===== src/rtl/pipe_stage_skid.sv =====
// pipe_stage_skid
//   Generic inter-stage pipeline register (IF/ID, ID/EX, EX/MEM, MEM/WB) with valid/ready
//   backpressure through a 2-entry skid buffer. in_ready comes only from registered state
//   and the reset input, so a downstream stall never forms a combinational path upstream.
//   A flush turns the stage into a bubble: control is zeroed, and data passes through for
//   debug/trace.
//
// Optional feature: define PIPE_STAGE_PERF_EN to add the saturating stall_cnt/flush_cnt
// performance counters. Without it, those ports and their logic do not exist.
//
// Parameters
//   CTRL_W  control payload width (zeroed on flush/bubble)
//   DATA_W  data payload width (carried through on flush)
//   CNT_W   perf counter width (only meaningful with PIPE_STAGE_PERF_EN)
//
// Ports
//   clock      in   rising-edge clock
//   reset      in   synchronous, active-low
//   flush      in   kill stage contents this cycle
//   in_valid   in   upstream offers an entry
//   in_ready   out  stage can accept (reset & ~skid_valid)
//   in_ctrl    in   upstream control payload
//   in_data    in   upstream data payload
//   out_valid  out  out_ctrl/out_data hold a valid entry
//   out_ready  in   downstream accepts (0 = stall)
//   out_ctrl   out  registered control, all 0 whenever out_valid=0
//   out_data   out  registered data, holds last value when the stage empties
//   stall_cnt  out  cycles with out_valid & ~out_ready (PIPE_STAGE_PERF_EN only)
//   flush_cnt  out  flushes that discarded a stored entry (PIPE_STAGE_PERF_EN only)

module pipe_stage_skid #(
   parameter int unsigned CTRL_W = 6,
   parameter int unsigned DATA_W = 64,
   parameter int unsigned CNT_W  = 16
) (
   input  logic              clock,
   input  logic              reset,
   input  logic              flush,
   input  logic              in_valid,
   output logic              in_ready,
   input  logic [CTRL_W-1:0] in_ctrl,
   input  logic [DATA_W-1:0] in_data,
   output logic              out_valid,
   input  logic              out_ready,
   output logic [CTRL_W-1:0] out_ctrl,
   output logic [DATA_W-1:0] out_data
`ifdef PIPE_STAGE_PERF_EN
   ,
   output logic [CNT_W-1:0]  stall_cnt,
   output logic [CNT_W-1:0]  flush_cnt
`endif
);

   // State encoding is {out_valid, skid_valid}; 2'b01 is unreachable.
   typedef enum logic [1:0] {
      StEmpty = 2'b00,
      StBusy  = 2'b10,
      StFull  = 2'b11
   } state_e;

   state_e            state_q;
   logic [CTRL_W-1:0] skid_ctrl_q;
   logic [DATA_W-1:0] skid_data_q;

   logic skid_valid;
   logic accept;
   logic drain;

   assign out_valid  = state_q[1];
   assign skid_valid = state_q[0];

   // Only the reset pin and a register feed in_ready; out_ready never reaches it.
   assign in_ready = reset & ~skid_valid;
   assign accept   = in_valid & in_ready;
   assign drain    = out_valid & out_ready;

   always_ff @(posedge clock) begin
      if (!reset) begin
         state_q     <= StEmpty;
         out_ctrl    <= '0;
         out_data    <= '0;
         skid_ctrl_q <= '0;
         skid_data_q <= '0;
      end else if (flush) begin
         // Bubble: both stored entries and any entry offered this cycle are dropped.
         state_q     <= StEmpty;
         out_ctrl    <= '0;
         out_data    <= in_data;
         skid_ctrl_q <= '0;
      end else begin
         case (state_q)
            StEmpty: begin
               if (accept) begin
                  state_q  <= StBusy;
                  out_ctrl <= in_ctrl;
                  out_data <= in_data;
               end
            end
            StBusy: begin
               if (accept && drain) begin
                  out_ctrl <= in_ctrl;
                  out_data <= in_data;
               end else if (accept) begin
                  // Output is stalled; park the new entry behind it.
                  state_q     <= StFull;
                  skid_ctrl_q <= in_ctrl;
                  skid_data_q <= in_data;
               end else if (drain) begin
                  // Going empty: kill control but keep data for trace.
                  state_q  <= StEmpty;
                  out_ctrl <= '0;
               end
            end
            StFull: begin
               if (drain) begin
                  state_q     <= StBusy;
                  out_ctrl    <= skid_ctrl_q;
                  out_data    <= skid_data_q;
                  skid_ctrl_q <= '0;
               end
            end
            default: begin
               state_q     <= StEmpty;
               out_ctrl    <= '0;
               skid_ctrl_q <= '0;
            end
         endcase
      end
   end

`ifdef PIPE_STAGE_PERF_EN
   logic stall_evt;
   logic flush_evt;

   assign stall_evt = out_valid & ~out_ready;
   // skid_valid implies out_valid, so out_valid alone marks "something stored".
   assign flush_evt = flush & out_valid;

   always_ff @(posedge clock) begin
      if (!reset) begin
         stall_cnt <= '0;
         flush_cnt <= '0;
      end else begin
         if (stall_evt && (stall_cnt != '1)) begin
            stall_cnt <= stall_cnt + 1'b1;
         end
         if (flush_evt && (flush_cnt != '1)) begin
            flush_cnt <= flush_cnt + 1'b1;
         end
      end
   end
`endif

endmodule

===== config.mk =====
export PLATFORM = sky130hd
export DESIGN_NAME = pipe_stage_skid
export DESIGN_NICKNAME = d
export VERILOG_FILES = /design/src/rtl/pipe_stage_skid.sv
export SDC_FILE = /design/constraint.sdc
export NUM_CORES = 1
export LEC_CHECK = 0
export BUFFER_PORTS_ARGS = -buffer_cell sky130_fd_sc_hd__buf_2
export CAP_MARGIN = 15
export CORE_MARGIN = 1.5
export CORE_UTILIZATION = 49
export CTS_CLUSTER_SIZE = 8
export DETAILED_ROUTE_END_ITERATION = 10
export PLACE_DENSITY = 0.82
export SLEW_MARGIN = 20
export SYNTH_ARGS = -nofsm -noshare
export SYNTH_HDL_FRONTEND = slang
export SYNTH_SLANG_ARGS = --single-unit
export TNS_END_PERCENT = 5

===== constraint.sdc =====
create_clock -name clock -period 2.1 [get_ports clock]
set_input_delay 0.21 -clock clock [delete_from_list [all_inputs] [get_ports clock]]
set_output_delay 0.21 -clock clock [all_outputs]
set_load 0.02 [all_outputs]

==> flow_summary.json, run 1 <==
{
  "min_period_ns": 2.052,
  "clk_path_buf_depth": 2,
  "crit_arrival_ns": 2.36,
  "r2r_cells": 7,
  "stdcell_area_mm2": 0.008065,
  "drv_slew": 0,
  "reg2reg_slack_ns": 0.05,
  "timing.final.ws_setup_ns": 0.04845,
  "ys_seq_elements": 142,
  "worstSetupPathType": "reg -> reg",
  "drtIter0Drc": 425,
  "port_buffers": 146,
  "fmax_mhz": 487.4,
  "nets": 888,
  "crit_path_start_kind": "flop",
  "status": "complete, no violations",
  "hold_viol_final": 0,
  "synth_fp_nets": 763,
  "required_ns": 2.41,
  "powerDensity_mw_per_mm2": 822.9,
  "tightest_slew_ns": 0.7076,
  "root_buffer": "clkbuf_16",
  "gp_congestion": 0.7985,
  "first_pass_iters": 5,
  "drive_gt1_share_pct": 26.59,
  "seq_area_frac_synth_pct": 44.07,
  "hold-path-cell-count": 3,
  "h-tree-depth": 4,
  "hold_path_class": "in -> reg",
  "cts.sinks": 142,
  "drt-total-wl_um": 16340,
  "reg2reg_from": "state_q[0]$_SDFFE_PP0P_",
  "syn-cell-area_mm2": 0.006451,
  "grt_pass1_vias": 5261,
  "fin_setup_tns_ns": 0,
  "ios": 147,
  "syn-mean-instance-area_um2": 9.445,
  "grt_pass1_wl_um": 26100,
  "n_antenna_cell": 0,
  "hp-start": "in_data[27]",
  "dp_hpwl_um": 9737,
  "whs_endpoint": "skid_data_q[27]$_SDFFE_PN0P_",
  "syn_to_final_growth_pct": 25.02,
  "yosysWarnings": 0,
  "r2r-end": "out_data[36]$_SDFFE_PN0P_",
  "holdBufCountCts": 0,
  "cts_tree": "done",
  "synth_cell_type_count": 37,
  "synth_flop_cell": "dfxtp_1",
  "antenna_found_initial": 0,
  "path_max_fanout": 32,
  "synth_edf_count": 0,
  "start_util_pct": 50.71,
  "dpl-instance-area_mm2": 0.007406,
  "grt-ovfl-total": 0,
  "coreArea_mm2": 0.01272,
  "rows": 41,
  "netlist_instances": 683,
  "ir_worst_vdd_uv": 512.7,
  "leakage_uw": 0.004195,
  "total_power_uw": 6637,
  "drc_errors": 0,
  "fin_crit_sh_pct": 97.69,
  "setup-violations-final": 0,
  "die-area_mm2": 0.01386,
  "worst_setup_path_end_kind": "flop",
  "cap_violations": 0,
  "max_slew_margin_pct": 52.83,
  "synthArstFlopShare_pct": 0,
  "clk_latency_ns": 0.42,
  "post-place-ws_ns": -0.005241,
  "cts.reportedPaths.clkPinSlew_ns": 0.06,
  "grt_usage_pct": 22.93,
  "wire_per_inst_um": 16.47,
  "cts_buffers": 17,
  "vias": 5602,
  "viasPerCell": 5.647,
  "finClkSkew_ns": 0.005849,
  "die_h_um": 117.7,
  "die_width_um": 117.7,
  "postRouteAntennaNets": 0,
  "grt_max_degree": 81
}
[repair_timing]
item	in CTS	in global routing
resized for setup	1	10
cloned	0	2
setup endpoints to repair	43	77
pin swaps	1	2
buffers inserted	1	1
[layer usage]
metal  wire length, µm  GRT usage [%]  vias to the layer above  share of wire [%]
met5                 0              0                        -                  0
met4               288          8.384                        0                1.8
met3              1083          7.171                       30                6.6
met2              7637          36.70                      197                 47
met1              7326          29.08                     2642                 45
li1                  -              -                     2733                  -
[sequential cells by signal (all words and copies together), names as in the netlist]
name / count
state_q: 2
skid_ctrl_q: 6
skid_data_q: 64
out_data: 64
out_ctrl: 6
[stage by stage]
stage	instances	util (%)	hold WS (ns)
after floorplan	683	-	0.3448
after global placement	957	58.21	0.4393
after detailed placement	957	58.21	0.4441
after CTS	989	62.72	0.01679
after global routing	992	63.40	0.02415
final	992	63.40	0.03407
[worst max-delay path by stage]
stage                                         to               startpoint  slack, ns
finish                 out_data[36]$_SDFFE_PN0P_  state_q[0]$_SDFFE_PP0P_       0.05
global route        skid_data_q[49]$_SDFFE_PN0P_  state_q[0]$_SDFFE_PP0P_      -0.04
CTS                    out_data[42]$_SDFFE_PN0P_  state_q[0]$_SDFFE_PP0P_      0.003
detailed placement     out_data[42]$_SDFFE_PN0P_  state_q[0]$_SDFFE_PP0P_     -0.005
global placement       out_data[13]$_SDFFE_PN0P_  state_q[1]$_SDFFE_PP0P_       0.07
floorplan              out_data[10]$_SDFFE_PN0P_  state_q[1]$_SDFFE_PP0P_      0.009
[where the power goes]
group          switching [µW]  total (µW)  internal (µW)
clock network            1080        2850           1770
logic                     513         886            373
registers                73.9        2900           2820
[critical path, stage by stage (launching register included)]
cell and delay (ns):
dfxtp_2 0.34, inv_1 0.11, ha_2 0.22, nor2_1 0.07, o211a_2 0.27, or3_2 0.49
buf_12 0.20, o211a_1 0.22
[synth_stat cells, types with 6 or more instances]
cell type,number,area [µm²]
dfxtp_1,142,2843
nand2_1,131,491.7
o31ai_1,70,525.5
o211a_1,65,650.6
mux2i_1,64,640.6
clkbuf_1,49,183.9
a21boi_1,48,360.4
a21boi_0,17,127.6
a22oi_1,12,90.09
buf_1,10,37.54
nor2_1,10,37.54
inv_1,8,30.03
a21oi_1,7,35.03
buf_6,7,78.83
nand4_1,6,37.54
o21ai_0,6,30.03
[cell usage in the layout (no fill, tap or decap), types with 13 or more instances in the layout]
cell,n
clkbuf_16,19
nand2_1,131
dfxtp_1,140
o211a_1,64
o31ai_1,70
a21boi_1,52
buf_4,17
mux2i_1,64
buf_2,145
a21boi_0,13
[final cells by class]
type	count	area, µm²
clock inverters	6	57.56
flip-flops and latches	142	2845
clock buffers	25	505.5
repair buffers	175	1122
inverters	8	30.03
fillers	1121	4657
multi-input cells	464	3289
well taps	172	215.2
[cells by family (layout without fill, tap and decap cells)]
logic type / after synthesis / count (layout) / synth area share, %
muxes: 64 / 64 / 9.930
DFF: 142 / 142 / 44.07
buffers and inverters: 77 / 214 / 5.392
and+or+nand+nor: 160 / 160 / 10.18
adders and majority gates: 5 / 5 / 0.9697
AOI/OAI and AO/OA: 235 / 235 / 29.46
Power figures use the tool's default switching activity.
==> inputs of run 2 (changes only) <==
--- a/config.mk
+++ b/config.mk
@@ -5,12 +5,14 @@
 export SDC_FILE = /design/constraint.sdc
 export NUM_CORES = 1
 export LEC_CHECK = 0
+export ABC_AREA = 1
 export BUFFER_PORTS_ARGS = -buffer_cell sky130_fd_sc_hd__buf_2
 export CAP_MARGIN = 15
 export CORE_MARGIN = 1.5
 export CORE_UTILIZATION = 49
 export CTS_CLUSTER_SIZE = 8
 export DETAILED_ROUTE_END_ITERATION = 10
+export MAX_ROUTING_LAYER = met4
 export PLACE_DENSITY = 0.82
 export SLEW_MARGIN = 20
 export SYNTH_ARGS = -nofsm -noshare
==> run 2 against run 1 <==
Combinational power increased by 41%. Critical endpoint is now out_data[63]$_SDFFE_PN0P_. Worst setup slack better by 0.12 ns. Highest routed layer unchanged. Largest cell class unchanged. Via count increased by 15%. Register-to-register slack improved by 0.12 ns. Sequential power grew 2%. Non-clock buffer count is 11 lower. Flip-flop and latch count stayed put. Critical path type unchanged. Fmax grew 6.2%. Hold slack better by 0.016 ns. Final cell count grew 32%.
==> flow_summary.json, run 2 <==
{
  "setup-violations-final": 0,
  "die_h_um": 119.1,
  "rows": 42,
  "critical_path.startpoint": "state_q[1]$_SDFFE_PP0P_",
  "yosys.area.top_type_share_pct": 43.05,
  "cts_tree": "done",
  "rsz0062_at_grt": "no",
  "synth_edf_count": 0,
  "wire_per_inst_um": 12.54,
  "syn_to_final_growth_pct": 20.94,
  "syn-cell-area_mm2": 0.006604,
  "finClkSkew_ns": 0.006458,
  "antenna_found_initial": 1,
  "ir_worst_vdd_uv": 479.8,
  "top_regs": "out_data (64), skid_data_q (64)",
  "fin_crit_sh_pct": 91.97,
  "max_slew_margin_pct": 51.85,
  "tightest_slew_ns": 0.7196,
  "clk_latency_ns": 0.42,
  "drc_errors": 0,
  "fmax_mhz": 517.8,
  "required_ns": 2.41,
  "synthTopCellsByArea": "dfxtp_1, nand2_1, nor2_1",
  "seq_area_frac_synth_pct": 43.05,
  "grt_usage_pct": 24.27,
  "wl_met1_um": 7595,
  "dpl-instance-area_mm2": 0.007411,
  "yosysWarnings": 0,
  "drtIter0Drc": 562,
  "synth_fp_nets": 1083,
  "gp_congestion": 0.8501,
  "hold_path_class": "in -> reg",
  "final_common_cell": "nand2_1",
  "synthArstFlopShare_pct": 0,
  "nets": 1199,
  "powerDensity_mw_per_mm2": 887.9,
  "hp-start": "in_data[61]",
  "dp_hpwl_um": 10250,
  "postCtsSetupRepairBufs": 0,
  "vias": 6420,
  "leakage_uw": 0.003871,
  "holdBufCountCts": 0,
  "port_buffers": 146,
  "cts.sinks": 142,
  "grt_max_degree": 70,
  "ys_seq_elements": 142,
  "worst_setup_path_end_kind": "flop",
  "netlist_instances": 1003,
  "postRouteAntennaNets": 0,
  "highest_layer": "met4",
  "cap_violations": 0,
  "worstSetupPathType": "reg -> reg",
  "clk_path_buf_depth": 2,
  "grt-ovfl-total": 0,
  "die_width_um": 119.1,
  "status": "complete, no violations",
  "path_max_fanout": 22,
  "synth_cell_type_count": 25,
  "crit_arrival_ns": 2.24,
  "syn-mean-instance-area_um2": 6.584,
  "h-tree-depth": 4,
  "viasPerCell": 4.912,
  "first_pass_iters": 6,
  "ios": 147,
  "netlist_top_cells_count": "nand2_1, nor2_1, dfxtp_1",
  "dr_wl_met3_um": 799,
  "synth_flop_cell": "dfxtp_1",
  "drv_slew": 0,
  "min_period_ns": 1.931,
  "cts.reportedPaths.clkPinSlew_ns": 0.06,
  "crit_path_start_kind": "flop",
  "synth.most_common_cell": "nand2_1",
  "regArea_mm2": 0.002843,
  "fin_setup_tns_ns": 0,
  "die-area_mm2": 0.01418,
  "final_cell_mix": "nand2_1, nor2_1, buf_2",
  "start_util_pct": 50.07,
  "reg2reg_from": "state_q[1]$_SDFFE_PP0P_",
  "hold_viol_final": 0,
  "root_buffer": "clkbuf_16",
  "drt-total-wl_um": 16390,
  "cts_buffers": 17,
  "routed-wl-met2_um": 7718,
  "grt_pass1_wl_um": 27250,
  "coreArea_mm2": 0.01319,
  "final_core_util_pct": 60.55,
  "grt_pass1_vias": 5771,
  "stdcell_area_mm2": 0.007986,
  "drive_gt1_share_pct": 18.23,
  "multi_input_area_mm2": 0.002967,
  "num-fill-cells": 1238,
  "yosysTopAreaCell": "dfxtp_1"
}
## run 2: worst paths after layout
check | depth (start not counted) | slack, ns | to
max | 11 | 0.17 | out_data[63]$_SDFFE_PN0P_
min reg2reg | 2 | 0.45 | skid_data_q[0]$_SDFFE_PN0P_
max reg2reg | 11 | 0.17 | out_data[63]$_SDFFE_PN0P_
min | 3 | 0.05 | skid_data_q[61]$_SDFFE_PN0P_
## run 2: what timing repair did
action	CTS	global route
endpoints found under the hold margin	0	0
gates resized for setup	0	1
endpoints found under the setup margin	0	110
## run 2: cells by family (layout without fill, tap and decap cells)
family,after synthesis,count (layout),synth area share [%]
buf+inv,184,311,12.37
fa+ha+maj,5,5,0.9473
compound gates,157,157,11.90
other cells,0,1,0
simple gates,515,515,31.74
flops,142,142,43.05
## run 2: final cells by class
| class | count | share of cell area (%) |
|---|---|---|
| multi-input combinational | 677 | 37.15 |
| sequential | 142 | 35.59 |
| timing repair buffer | 164 | 11.81 |
| clock buffer | 25 | 6.455 |
| inverter | 117 | 5.515 |
| tap | 176 | 2.757 |
| clock inverter | 5 | 0.6893 |
| antenna | 1 | 0.03133 |
## run 2: through the flow
stage / std cells / setup slack (ns) / power, µW / hold slack (ns)
after global placement: 1276 / 0.1738 / 4231 / 0.4339
final: 1307 / 0.1687 / 7091 / 0.05009
after detailed placement: 1276 / 0.08795 / 4253 / 0.4389
after global routing: 1307 / 0.005792 / 7432 / 0.04144
after CTS: 1306 / 0.07256 / 7137 / 0.02963
after floorplan: 1003 / 0.3122 / 3889 / 0.3584
## run 2: power by group
part	switching [µW]	internal (µW)	leakage (µW)	total (µW)
Sequential	86.9	2870	0.00116	2950
Clock	1090	1800	0.000277	2890
Combinational	814	432	0.00243	1250
Total	1990	5100	0.00387	7090
## run 2: critical path: stages, from the launching register on
cell	delay, ns
dfxtp_1	0.42
inv_1	0.13
ha_1	0.29
inv_1	0.17
nand2_1	0.07
nand2_1	0.11
inv_2	0.05
nand2_4	0.07
buf_4	0.26
nand3_1	0.11
nand2_1	0.08
nor2_1	0.05
## run 2: layer usage
metal / GRT usage (%) / vias up
met3: 5.172 / 22
met4: 8.735 / 0
met5: - / -
met1: 30.98 / 2867
li1: - / 3348
met2: 38.08 / 183
